[src/rtl/cpu_pkg.sv]
// ---------------------------------------------------------------------------
// cpu_pkg
// Shared encodings for the Mini SRC CPU: opcodes, ALU operation codes,
// bus-source / register-enable bit positions, sequencer states and the
// instruction classes produced by the control decoder. The datapath uses
// the same package so both sides agree on every index.
// ---------------------------------------------------------------------------
package cpu_pkg;

   // Opcodes (ir[31:27])
   localparam logic [4:0] OP_LD   = 5'b00000;
   localparam logic [4:0] OP_ST   = 5'b00010;
   localparam logic [4:0] OP_ADD  = 5'b00011;
   localparam logic [4:0] OP_SUB  = 5'b00100;
   localparam logic [4:0] OP_AND  = 5'b00101;
   localparam logic [4:0] OP_OR   = 5'b00110;
   localparam logic [4:0] OP_SHR  = 5'b00111;
   localparam logic [4:0] OP_SHRA = 5'b01000;
   localparam logic [4:0] OP_SHL  = 5'b01001;
   localparam logic [4:0] OP_ROR  = 5'b01010;
   localparam logic [4:0] OP_ROL  = 5'b01011;
   localparam logic [4:0] OP_ADDI = 5'b01100;
   localparam logic [4:0] OP_ANDI = 5'b01101;
   localparam logic [4:0] OP_ORI  = 5'b01110;
   localparam logic [4:0] OP_MUL  = 5'b01111;
   localparam logic [4:0] OP_DIV  = 5'b10000;
   localparam logic [4:0] OP_NEG  = 5'b10001;
   localparam logic [4:0] OP_NOT  = 5'b10010;
   localparam logic [4:0] OP_NOP  = 5'b11010;
   localparam logic [4:0] OP_HALT = 5'b11011;

   // ALU operation codes
   localparam logic [5:0] ALU_ADD  = 6'd0;
   localparam logic [5:0] ALU_SUB  = 6'd1;
   localparam logic [5:0] ALU_AND  = 6'd2;
   localparam logic [5:0] ALU_OR   = 6'd3;
   localparam logic [5:0] ALU_SHR  = 6'd4;
   localparam logic [5:0] ALU_SHRA = 6'd5;
   localparam logic [5:0] ALU_SHL  = 6'd6;
   localparam logic [5:0] ALU_ROR  = 6'd7;
   localparam logic [5:0] ALU_ROL  = 6'd8;
   localparam logic [5:0] ALU_MUL  = 6'd9;
   localparam logic [5:0] ALU_DIV  = 6'd10;
   localparam logic [5:0] ALU_NEG  = 6'd11;
   localparam logic [5:0] ALU_NOT  = 6'd12;
   localparam logic [5:0] ALU_INC  = 6'd13;

   // bus_sel bit positions (0-15 are R0-R15)
   localparam int SEL_HI  = 16;
   localparam int SEL_LO  = 17;
   localparam int SEL_ZHI = 18;
   localparam int SEL_ZLO = 19;
   localparam int SEL_PC  = 20;
   localparam int SEL_IR  = 21;
   localparam int SEL_MDR = 22;
   localparam int SEL_MAR = 23;
   localparam int SEL_C   = 24;

   // reg_enable bit positions (0-15 are R0-R15)
   localparam int EN_HI  = 16;
   localparam int EN_LO  = 17;
   localparam int EN_ZHI = 18;
   localparam int EN_ZLO = 19;
   localparam int EN_PC  = 20;
   localparam int EN_IR  = 21;
   localparam int EN_MDR = 22;
   localparam int EN_MAR = 23;
   localparam int EN_Y   = 24;

   typedef enum logic [3:0] {
      S_RESET, S_T0, S_T1, S_T2, S_T3, S_T4, S_T5, S_T6, S_T7, S_HALT
   } state_t;

   // Execute-phase instruction classes
   typedef enum logic [3:0] {
      CL_RTYPE, CL_IMM, CL_MULDIV, CL_NEGNOT, CL_LD, CL_ST,
      CL_NOP, CL_HALT, CL_ILLEGAL
   } iclass_t;

   function automatic logic [15:0] onehot16(input logic [3:0] idx);
      return 16'h0001 << idx;
   endfunction

endpackage

[src/rtl/control_decode.sv]
// ---------------------------------------------------------------------------
// control_decode
// Combinational IR decoder for the control sequencer.
// Ports:
//   ir      in  32  instruction register contents
//   iclass  out 4   execute class (iclass_t encoding)
//   alu_op  out 6   ALU code used by the class's compute step
//   ra_oh   out 16  one-hot of Ra (ir[26:23])
//   rb_oh   out 16  one-hot of Rb (ir[22:19])
//   rc_oh   out 16  one-hot of Rc (ir[18:15])
// ---------------------------------------------------------------------------
module control_decode
   import cpu_pkg::*;
(
   input  logic [31:0] ir,
   output logic [3:0]  iclass,
   output logic [5:0]  alu_op,
   output logic [15:0] ra_oh,
   output logic [15:0] rb_oh,
   output logic [15:0] rc_oh
);

   // Constant field is consumed by the datapath, not by the sequencer.
   logic unused_ir;
   assign unused_ir = ^ir[14:0];

   assign ra_oh = onehot16(ir[26:23]);
   assign rb_oh = onehot16(ir[22:19]);
   assign rc_oh = onehot16(ir[18:15]);

   always_comb begin
      iclass = CL_ILLEGAL;
      alu_op = ALU_ADD;
      case (ir[31:27])
         OP_LD:   begin iclass = CL_LD;     alu_op = ALU_ADD;  end
         OP_ST:   begin iclass = CL_ST;     alu_op = ALU_ADD;  end
         OP_ADD:  begin iclass = CL_RTYPE;  alu_op = ALU_ADD;  end
         OP_SUB:  begin iclass = CL_RTYPE;  alu_op = ALU_SUB;  end
         OP_AND:  begin iclass = CL_RTYPE;  alu_op = ALU_AND;  end
         OP_OR:   begin iclass = CL_RTYPE;  alu_op = ALU_OR;   end
         OP_SHR:  begin iclass = CL_RTYPE;  alu_op = ALU_SHR;  end
         OP_SHRA: begin iclass = CL_RTYPE;  alu_op = ALU_SHRA; end
         OP_SHL:  begin iclass = CL_RTYPE;  alu_op = ALU_SHL;  end
         OP_ROR:  begin iclass = CL_RTYPE;  alu_op = ALU_ROR;  end
         OP_ROL:  begin iclass = CL_RTYPE;  alu_op = ALU_ROL;  end
         OP_ADDI: begin iclass = CL_IMM;    alu_op = ALU_ADD;  end
         OP_ANDI: begin iclass = CL_IMM;    alu_op = ALU_AND;  end
         OP_ORI:  begin iclass = CL_IMM;    alu_op = ALU_OR;   end
         OP_MUL:  begin iclass = CL_MULDIV; alu_op = ALU_MUL;  end
         OP_DIV:  begin iclass = CL_MULDIV; alu_op = ALU_DIV;  end
         OP_NEG:  begin iclass = CL_NEGNOT; alu_op = ALU_NEG;  end
         OP_NOT:  begin iclass = CL_NEGNOT; alu_op = ALU_NOT;  end
         OP_NOP:  iclass = CL_NOP;
         OP_HALT: iclass = CL_HALT;
         default: iclass = CL_ILLEGAL;
      endcase
   end

endmodule

[src/rtl/control_unit.sv]
// ---------------------------------------------------------------------------
// control_unit
// Hardwired fetch/decode/execute sequencer for the Mini SRC CPU.
// Build option: ILLEGAL_TRAP_EN -- when defined, an illegal opcode sets the
// sticky illegal flag and halts; otherwise it is executed as a nop.
// Ports:
//   clk        in  1   system clock
//   clr        in  1   async active-high reset (also drives datapath regs)
//   ir         in  32  IR contents fed back from the datapath
//   mem_rdy    in  1   memory completes the current access this cycle
//   bus_sel    out 32  one-hot bus-source select
//   reg_enable out 32  register load enables
//   alu_sel    out 6   ALU operation code
//   read       out 1   MDR input mux selects memory data
//   write      out 1   memory write strobe
//   run        out 1   high unless halted
//   illegal    out 1   sticky illegal-opcode flag
// Outputs are combinational from the current state and ir.
// ---------------------------------------------------------------------------
module control_unit
   import cpu_pkg::*;
(
   input  logic        clk,
   input  logic        clr,
   input  logic [31:0] ir,
   input  logic        mem_rdy,
   output logic [31:0] bus_sel,
   output logic [31:0] reg_enable,
   output logic [5:0]  alu_sel,
   output logic        read,
   output logic        write,
   output logic        run,
   output logic        illegal
);

   state_t      state;
   logic        illegal_q;
   logic [3:0]  cls_raw;
   iclass_t     cls;
   logic [5:0]  dec_alu;
   logic [15:0] ra_oh;
   logic [15:0] rb_oh;
   logic [15:0] rc_oh;

   control_decode u_dec (
      .ir     (ir),
      .iclass (cls_raw),
      .alu_op (dec_alu),
      .ra_oh  (ra_oh),
      .rb_oh  (rb_oh),
      .rc_oh  (rc_oh)
   );

   assign cls = iclass_t'(cls_raw);

   // Sequencing. ir (via cls) is only consulted from T3 onward; the IR
   // load happens at the end of T2.
   always_ff @(posedge clk or posedge clr) begin
      if (clr) begin
         state     <= S_RESET;
         illegal_q <= 1'b0;
      end else begin
         case (state)
            S_RESET: state <= S_T0;
            S_T0:    state <= S_T1;
            S_T1:    if (mem_rdy) state <= S_T2;
            S_T2:    state <= S_T3;
            S_T3: begin
               case (cls)
                  CL_NOP:  state <= S_T0;
                  CL_HALT: state <= S_HALT;
                  CL_ILLEGAL: begin
`ifdef ILLEGAL_TRAP_EN
                     state     <= S_HALT;
                     illegal_q <= 1'b1;
`else
                     state     <= S_T0;
`endif
                  end
                  default: state <= S_T4;
               endcase
            end
            S_T4:    state <= (cls == CL_NEGNOT) ? S_T0 : S_T5;
            S_T5:    state <= (cls == CL_RTYPE || cls == CL_IMM) ? S_T0 : S_T6;
            S_T6: begin
               case (cls)
                  CL_LD:   if (mem_rdy) state <= S_T7;
                  CL_ST:   state <= S_T7;
                  default: state <= S_T0;
               endcase
            end
            S_T7: begin
               // Store holds its write strobe until memory accepts it.
               if (cls != CL_ST || mem_rdy) state <= S_T0;
            end
            S_HALT:  state <= S_HALT;
            default: state <= S_RESET;
         endcase
      end
   end

   assign run     = (state != S_HALT);
   assign illegal = illegal_q;

   // Control word decode. Steps whose bus value is irrelevant (T3 of
   // nop/halt, T6 of ld) still drive a single source so the datapath
   // encoder always sees a legal one-hot.
   always_comb begin
      bus_sel    = '0;
      reg_enable = '0;
      alu_sel    = ALU_ADD;
      read       = 1'b0;
      write      = 1'b0;
      case (state)
         S_T0: begin
            bus_sel[SEL_PC]    = 1'b1;
            reg_enable[EN_MAR] = 1'b1;
            reg_enable[EN_ZLO] = 1'b1;
            alu_sel            = ALU_INC;
         end
         S_T1: begin
            bus_sel[SEL_ZLO]   = 1'b1;
            reg_enable[EN_PC]  = 1'b1;
            reg_enable[EN_MDR] = mem_rdy;
            read               = 1'b1;
         end
         S_T2: begin
            bus_sel[SEL_MDR]  = 1'b1;
            reg_enable[EN_IR] = 1'b1;
         end
         S_T3: begin
            bus_sel[15:0] = rb_oh;
            case (cls)
               CL_RTYPE, CL_IMM, CL_MULDIV, CL_LD, CL_ST:
                  reg_enable[EN_Y] = 1'b1;
               CL_NEGNOT: begin
                  reg_enable[EN_ZLO] = 1'b1;
                  alu_sel            = dec_alu;
               end
               default: ;
            endcase
         end
         S_T4: begin
            case (cls)
               CL_RTYPE: begin
                  bus_sel[15:0]      = rc_oh;
                  reg_enable[EN_ZLO] = 1'b1;
                  alu_sel            = dec_alu;
               end
               CL_IMM: begin
                  bus_sel[SEL_C]     = 1'b1;
                  reg_enable[EN_ZLO] = 1'b1;
                  alu_sel            = dec_alu;
               end
               CL_MULDIV: begin
                  bus_sel[15:0]      = rc_oh;
                  reg_enable[EN_ZLO] = 1'b1;
                  reg_enable[EN_ZHI] = 1'b1;
                  alu_sel            = dec_alu;
               end
               CL_NEGNOT: begin
                  bus_sel[SEL_ZLO]  = 1'b1;
                  reg_enable[15:0]  = ra_oh;
               end
               CL_LD, CL_ST: begin
                  // Effective address = Rb + C
                  bus_sel[SEL_C]     = 1'b1;
                  reg_enable[EN_ZLO] = 1'b1;
                  alu_sel            = ALU_ADD;
               end
               default: bus_sel[SEL_ZLO] = 1'b1;
            endcase
         end
         S_T5: begin
            bus_sel[SEL_ZLO] = 1'b1;
            case (cls)
               CL_RTYPE, CL_IMM: reg_enable[15:0]  = ra_oh;
               CL_MULDIV:        reg_enable[EN_LO] = 1'b1;
               CL_LD, CL_ST:     reg_enable[EN_MAR] = 1'b1;
               default: ;
            endcase
         end
         S_T6: begin
            case (cls)
               CL_MULDIV: begin
                  bus_sel[SEL_ZHI]  = 1'b1;
                  reg_enable[EN_HI] = 1'b1;
               end
               CL_LD: begin
                  bus_sel[SEL_MDR]   = 1'b1;
                  reg_enable[EN_MDR] = mem_rdy;
                  read               = 1'b1;
               end
               CL_ST: begin
                  bus_sel[15:0]      = ra_oh;
                  reg_enable[EN_MDR] = 1'b1;
               end
               default: bus_sel[SEL_ZLO] = 1'b1;
            endcase
         end
         S_T7: begin
            case (cls)
               CL_LD: begin
                  bus_sel[SEL_MDR] = 1'b1;
                  reg_enable[15:0] = ra_oh;
               end
               CL_ST:   write = 1'b1;
               default: bus_sel[SEL_MDR] = 1'b1;
            endcase
         end
         default: ;
      endcase
   end

endmodule
[config.mk]
export PLATFORM = sky130hd
export DESIGN_NAME = control_unit
export DESIGN_NICKNAME = d
export VERILOG_FILES = /design/src/rtl/cpu_pkg.sv /design/src/rtl/control_decode.sv /design/src/rtl/control_unit.sv
export SDC_FILE = /design/constraint.sdc
export NUM_CORES = 1
export LEC_CHECK = 0
export CAP_MARGIN = 25
export CORE_UTILIZATION = 41
export DETAILED_ROUTE_END_ITERATION = 10
export GPL_TIMING_DRIVEN = 0
export PLACE_DENSITY = 0.95
export SYNTH_ARGS = -nofsm -noshare
export SYNTH_HDL_FRONTEND = slang
export SYNTH_SLANG_ARGS = --single-unit
[constraint.sdc]
create_clock -name clk -period 7.9 [get_ports clk]
set_input_delay 2.37 -clock clk [delete_from_list [all_inputs] [get_ports clk]]
set_output_delay 2.37 -clock clk [all_outputs]
set_load 0.01 [all_outputs]
==> summary.txt, run 1 <==
Status
  – Outcome: complete, no violations

Detailed routing
  – Initial detailed-routing violation count: 215
  – Drt first pass iters: 5
  – Total Routed Length: 5730 um
  – DR vias: 2279
  – DRC viols: 0
  – Drt via density: 5.84
  – Routed Antenna Nets: 0
  – DR WL/cell: 14.7 um

Finish
  – Ratio of cells with drive above 1 in the final layout: 0.156
  – Biggest regs: state x4
  – Post-route cell area: 0.00263 mm^2
  – Largest Register: state
  – Layout Nets: 377
  – Area Growth Syn to Fin: 47.6%
  – Largest register FFs: 4
  – Antenna Cells: 0

Power and ir drop
  – VDD IR-drop max: 98.6 uV
  – Pwr Density: 147 mW/mm^2
  – Pwr Total: 0.387 mW
  – Leak: 1.01 nW

STA
  – F_max: 0.135 GHz
  – Worst clock skew: 2.05 ps
  – Setup TNS: 0 ps
  – Final period util: 0.937
  – Slew Limit Fails: 0
  – RSZ-0062 raised after global routing: no
  – Post-route minimum period: 7400 ps
  – Slew @ Worst Pin: 878 ps
  – Final hold violation count: 0
  – Rel. slew slack: 0.409
  – Final setup vio count: 0

Synth
  – YS warnings: 1
  – Mapped Area: 0.00178 mm^2
  – Post-synth top area share: 0.0926
  – Yosys top cell by area: buf_4
  – Synth async-reset ratio: 1.00
  – Yosys reg bits: 4
  – Post-synth EDFFs: 0
  – Sequential share of the synthesized area: 0.0561
  – Synth top area cells: buf_4, dfrtp_1, a22oi_1
  – Distinct cells, synth: 61
  – Most common cell in the netlist: nor2_1
  – Commonest cells post-synth: nor2_1, buf_4, o21ai_0, a22oi_1, nor3_1
  – Mapped Avg Cell Area: 7.13 um^2
  – Post-Syn Instances: 250
  – Top_reg_cell synth: dfrtp_1

Die
  – I/O Pins: 109
  – Vert. Die Dim: 67.9 um
  – Die width: 67.9 um
  – Core Region: 0.00409 mm^2
  – Cell Rows: 23
  – Starting Density: 0.436
  – Die footprint: 0.00462 mm^2

Clocking
  – Clock latency on the worst-skew pair: 220 ps
  – CTS H-tree lvls: 1
  – Clk slew on worst S/H paths: 30 ps
  – CTS tree: done
  – Post-CTS Resized: 0
  – CTS sink cnt: 4
  – TritonCTS Buffers: 3
  – Root Driver: clkbuf_8
  – Setup Fix Bufs, Post-CTS: 0
  – Cts hold-fix bufs: 0
  – Buffers from clock root to sink, at most: 2

Worst setup path
  – Crit path kind: primary input to primary output
  – Flop2flop setup slack: 5970 ps
  – Req. time, crit path: 5530 ps
  – Worst R2R End: state[3]
  – Critical path origin: ir[28]
  – Worst Path Max Fanout: 10
  – CP Capture Type: primary output
  – Critical Path Start Type: primary input
  – Critical path arrival: 5030 ps
  – Reg2Reg Depth: 5
  – Setup crit end: bus_sel[19]
  – Worst r2r src: state[1]

Run
  – Max-cap violation count: 0

Placed design
  – DP HPWL: 4620 um
  – PortBufs: 67
  – Placed cell areas: 0.00259 mm^2
  – Global placer's final weighted congestion: 0.988

Global routing
  – Vias in the first global route: 1963
  – Largest net degree at the start of global routing: 11
  – Initial antenna violation count: 0
  – First-pass GRT wire length: 9000 um
  – GR Util All Layers: 0.250
  – Total gr overflow: 0

Worst hold path
  – Hold crit path type: register to register
-- stage by stage --
| step | worst slack [ps] | hold slack, ps | instances | utilization |
|---|---|---|---|---|
| floorplan | 1750 | 734 | 270 | - |
| global placement | 593 | 798 | 387 | 0.634 |
| detailed placement | 541 | 830 | 387 | 0.634 |
| CTS | 519 | 839 | 390 | 0.644 |
| global route | 274 | 894 | 390 | 0.644 |
| finish | 496 | 861 | 390 | 0.644 |
-- cells by family after synthesis --
family / after synthesis / share of synthesized area
xor gates and xnor gates: 3 / 0.0147
muxes: 6 / 0.0358
other: 1 / 0.00210
DFF: 4 / 0.0561
AOI/OAI and AO/OA: 71 / 0.285
and+or+nand+nor: 113 / 0.411
buffers and inverters: 52 / 0.195
-- layer usage --
metal  up-vias  global-route usage  share of wire
met3         8              0.0233          0.098
met1      1034               0.322           0.40
met2       145               0.444           0.49
li1       1092                   -              -
met5         -                   0              0
met4         0              0.0573         0.0096
-- where the power goes --
| group | internal [mW] | switching (mW) | leakage (nW) |
|---|---|---|---|
| clock | 0.0325 | 0.0103 | 0.0216 |
| sequential | 0.0287 | 0.00912 | 0.0505 |
| combinational | 0.150 | 0.156 | 0.937 |
| total | 0.211 | 0.176 | 1.01 |
-- layout make-up --
class / instances / area (um^2)
flip-flops and latches: 4 / 100
inverters: 10 / 37.5
fillers: 390 / 1450
well taps: 50 / 62.6
plain buffers: 42 / 310
repair buffers: 67 / 671
multi-input cells: 214 / 1410
clock buffers: 3 / 41.3
-- cells in the final DEF (no fill, tap or decap), types with 3 or more instances in the layout --
master / n
mux2i_1: 3
a22oi_1: 13
o31ai_1: 7
nor2b_1: 7
and2_1: 3
or4_1: 3
nand2b_1: 8
inv_1: 10
nor3_1: 12
buf_6: 3
o21ai_0: 15
clkdlybuf4s50_1: 67
nor4_4: 3
nor3b_1: 3
o41ai_1: 6
buf_2: 5
or4b_1: 3
or3_1: 7
buf_4: 22
and3_1: 3
a31oi_1: 4
xnor2_1: 3
clkbuf_1: 7
a32oi_1: 6
clkbuf_8: 6
dfrtp_1: 4
conb_1: 21
nor2_1: 26
a21oi_1: 7
nand2_1: 11
-- worst min-delay path by stage --
stage / slack [ps] / cells after the start / start / end
2_1_floorplan: 730 / 2 / state[1] / state[1]
3_3_place_gp: 800 / 2 / state[1] / state[1]
3_5_place_dp: 830 / 2 / state[1] / state[1]
4_1_cts: 840 / 2 / state[1] / state[1]
5_1_grt: 890 / 2 / state[1] / state[1]
6_report: 860 / 2 / state[1] / state[1]
-- critical path, stage by stage --
cell             delay (ps)
clkdlybuf4s50_1         540
clkbuf_8                200
clkbuf_1                340
nor2_1                  100
a22oi_1                 400
a31oi_1                 140
o32ai_1                 320
clkdlybuf4s50_1         620
No activity file was read; power rests on OpenSTA's default activity.
==> inputs of run 2 (changes only) <==
CELL_PAD_IN_SITES_DETAIL_PLACEMENT = 1   (was not set)
CELL_PAD_IN_SITES_GLOBAL_PLACEMENT = 1   (was not set)
CORE_UTILIZATION = 28   (was 41)
CTS_BUF_LIST = sky130_fd_sc_hd__clkbuf_8   (was not set)
==> run 2 against run 1 <==
- die area grew 45%
- setup slack lost 130 ps
- sequential share of layout area hardly changed
- clock power grew 2%
- clock-buffer cell count did not move
- critical path depth unchanged
- highest routed layer unchanged
- via count shrank 0.18%
- non-clock buffer count is the same
- flip-flop and latch count did not move
- cell count grew 6.4%
- core utilization is 20 points lower
- power rose by 1.8%
==> summary.txt, run 2 (synthesis gave the netlist of run 1 again) <==
Clocking
  – Clk slew on worst S/H paths: 30 ps (about the same)
  – Setup Fix Bufs, Post-CTS: 0 (unchanged)
  – CTS tree: done (unchanged)
  – Post-CTS Resized: 0 (unchanged)
  – Clock latency on the worst-skew pair: 220 ps (about the same)
  – Buffers from clock root to sink, at most: 2 (unchanged)
  – TritonCTS Buffers: 3 (unchanged)
  – CTS sink cnt: 4 (unchanged)
  – Root Driver: clkbuf_8 (unchanged)
  – CTS H-tree lvls: 1 (unchanged)
  – Cts hold-fix bufs: 0 (unchanged)

Detailed routing
  – Initial detailed-routing violation count: 82 (was 215)
  – DR WL/cell: 16.1 um (was 14.7 um)
  – DR vias: 2275 (was 2279)
  – Routed Antenna Nets: 0 (unchanged)
  – Drt first pass iters: 4 (was 5)
  – Drt via density: 5.48 (was 5.84)
  – Total Routed Length: 6670 um (was 5730 um)
  – DRC viols: 0 (unchanged)

Worst setup path
  – Max incr delay on CP: 630 ps (was 620 ps)
  – Worst path cell trace: clkdlybuf4s50_1 > clkbuf_8 > clkbuf_1 > nor2_1 > a22oi_1 > a31oi_1 > o32ai_1 > clkdlybuf4s50_1 (unchanged)
  – Slowest-stage cell, CP: clkdlybuf4s50_1 (unchanged)
  – Crit path kind: primary input to primary output (unchanged)
  – CP Capture Type: primary output (unchanged)
  – Delay-heaviest family, CP: buffers and inverters (unchanged)
  – Most used cell along the critical path: clkdlybuf4s50_1 (unchanged)
  – Crit path buf inv count: 4 (unchanged)
  – Worst Path Max Fanout: 10 (unchanged)
  – Critical path arrival: 5160 ps (was 5030 ps)
  – Req. time, crit path: 5530 ps (about the same)
  – Critical Path Start Type: primary input (unchanged)

Die
  – Vert. Die Dim: 81.8 um (was 67.9 um)
  – Die footprint: 0.00669 mm^2 (was 0.00462 mm^2)
  – I/O Pins: 109 (unchanged)
  – Die width: 81.8 um (was 67.9 um)
  – Core Region: 0.00603 mm^2 (was 0.00409 mm^2)
  – Cell Rows: 28 (was 23)
  – Starting Density: 0.296 (was 0.436)

STA
  – Rel. slew slack: 0.464 (was 0.409)
  – RSZ-0062 raised after global routing: no (unchanged)
  – Post-route minimum period: 7530 ps (was 7400 ps)
  – Final hold violation count: 0 (unchanged)
  – Worst clock skew: 0.784 ps (was 2.05 ps)
  – Setup TNS: 0 ps (unchanged)
  – Slew Limit Fails: 0 (unchanged)
  – Final period util: 0.953 (was 0.937)
  – F_max: 0.133 GHz (was 0.135 GHz)
  – Slew @ Worst Pin: 796 ps (was 878 ps)
  – Final setup vio count: 0 (unchanged)

Power and ir drop
  – Pwr Total: 0.394 mW (was 0.387 mW)
  – Internal power: 0.211 mW (about the same)
  – Pwr Density: 148 mW/mm^2 (was 147 mW/mm^2)
  – Clk pwr share: 0.111 (about the same)
  – Leak: 1.01 nW (unchanged)
  – NetSw: 0.183 mW (was 0.176 mW)
  – Net Sw Frac: 0.464 (was 0.455)
  – Seq pwr share: 0.095 (was 0.098)
  – Combinational power share: 0.794 (was 0.792)
  – VDD IR-drop max: 98.3 uV (was 98.6 uV)

Finish
  – FILL cells: 764 (was 390)
  – Most frequent cells in the layout: clkdlybuf4s50_1, nor2_1, buf_4, conb_1, o21ai_0 (unchanged)
  – Layout Nets: 377 (unchanged)
  – Leading cell type in the layout, fill and taps excluded: clkdlybuf4s50_1 (unchanged)
  – Register area: 100 um^2 (unchanged)
  – Antenna Cells: 0 (unchanged)
  – Biggest regs: state x4 (unchanged)
  – Final core occ: 0.442 (was 0.644)
  – Largest register FFs: 4 (unchanged)
  – Ratio of cells with drive above 1 in the final layout: 0.156 (unchanged)
  – Largest Register: state (unchanged)
  – Area Growth Syn to Fin: 49.4% (was 47.6%)
  – Multi-input gate area: 0.00141 mm^2 (unchanged)

Worst hold path
  – Hold crit path type: register to register (unchanged)

Placed design
  – PortBufs: 67 (unchanged)
  – Global placer's final weighted congestion: 0.887 (was 0.988)
  – DP HPWL: 5550 um (was 4620 um)

Global routing
  – Initial antenna violation count: 0 (unchanged)
  – Largest net degree at the start of global routing: 11 (unchanged)
  – Total gr overflow: 0 (unchanged)
  – First-pass GRT wire length: 10100 um (was 9000 um)
  – GR Util All Layers: 0.193 (was 0.250)
  – Vias in the first global route: 2077 (was 1963)

Run
  – Max-cap violation count: 0 (unchanged)

Status
  – Outcome: complete, no violations (unchanged)
## run 2: cell counts in the layout (fill, tap and decap cells not counted)
No cell type changed its count.
## run 2: power groups by stage
| stage | sequential (mW) | combinational (mW) | clock [mW] |
|---|---|---|---|
| after detailed placement | 0.0375 | 0.309 | 0 |
| final | 0.0374 | 0.313 | 0.0436 |
| after CTS | 0.0375 | 0.311 | 0.0439 |
| after floorplan | 0.0352 | 0.188 | 0 |
| after global placement | 0.0367 | 0.302 | 0 |
| after global routing | 0.0381 | 0.336 | 0.0468 |
## run 2: routing by layer
layer / GRT usage / up-vias / part of all wire
met3: 0.0289 / 13 / 0.067
met5: 0 / - / 0
met1: 0.225 / 1086 / 0.42
met4: 0.0667 / 0 / 0.016
li1: - / 1092 / -
met2: 0.355 / 84 / 0.50
## run 2: per-stage QoR
| step | std cells | cell area [um^2] | worst slack (ps) | hold WS [ps] |
|---|---|---|---|---|
| 2_1_floorplan | 270 | 1860 | 1750 | 734 |
| 3_3_place_gp | 412 | 2620 | 507 | 801 |
| 3_5_place_dp | 412 | 2620 | 463 | 828 |
| 4_1_cts | 415 | 2660 | 440 | 838 |
| 5_1_grt | 415 | 2660 | 310 | 890 |
| 6_report | 415 | 2660 | 368 | 843 |
## run 2: cell type report
type | count | area share
Inverter | 10 | 0.0141
Clock buffer | 3 | 0.0155
Tap cell | 75 | 0.0352
Timing Repair Buffer | 67 | 0.252
Buffer | 42 | 0.116
Multi-Input combinational cell | 214 | 0.529
Sequential cell | 4 | 0.0376
## run 2: worst min-delay path: cells and delay by family (launching register included)
kind | cells | cell delay (ps)
DFF | 1 | 400
muxes | 1 | 180
buffers and inverters | 1 | 230
## run 2: worst paths after layout
| kind | startpoint | end | slack [ps] | cells past startpoint |
|---|---|---|---|---|
| max in group asynchronous | clr | state[0] | 5420 | 2 |
| worst max-delay path | ir[28] | bus_sel[19] | 370 | 8 |
| worst min-delay path | state[1] | state[1] | 840 | 2 |
| worst min register to register | state[1] | state[1] | 840 | 2 |
| min in group asynchronous | clr | state[2] | 2330 | 2 |
| worst max register to register | state[0] | state[3] | 5930 | 5 |
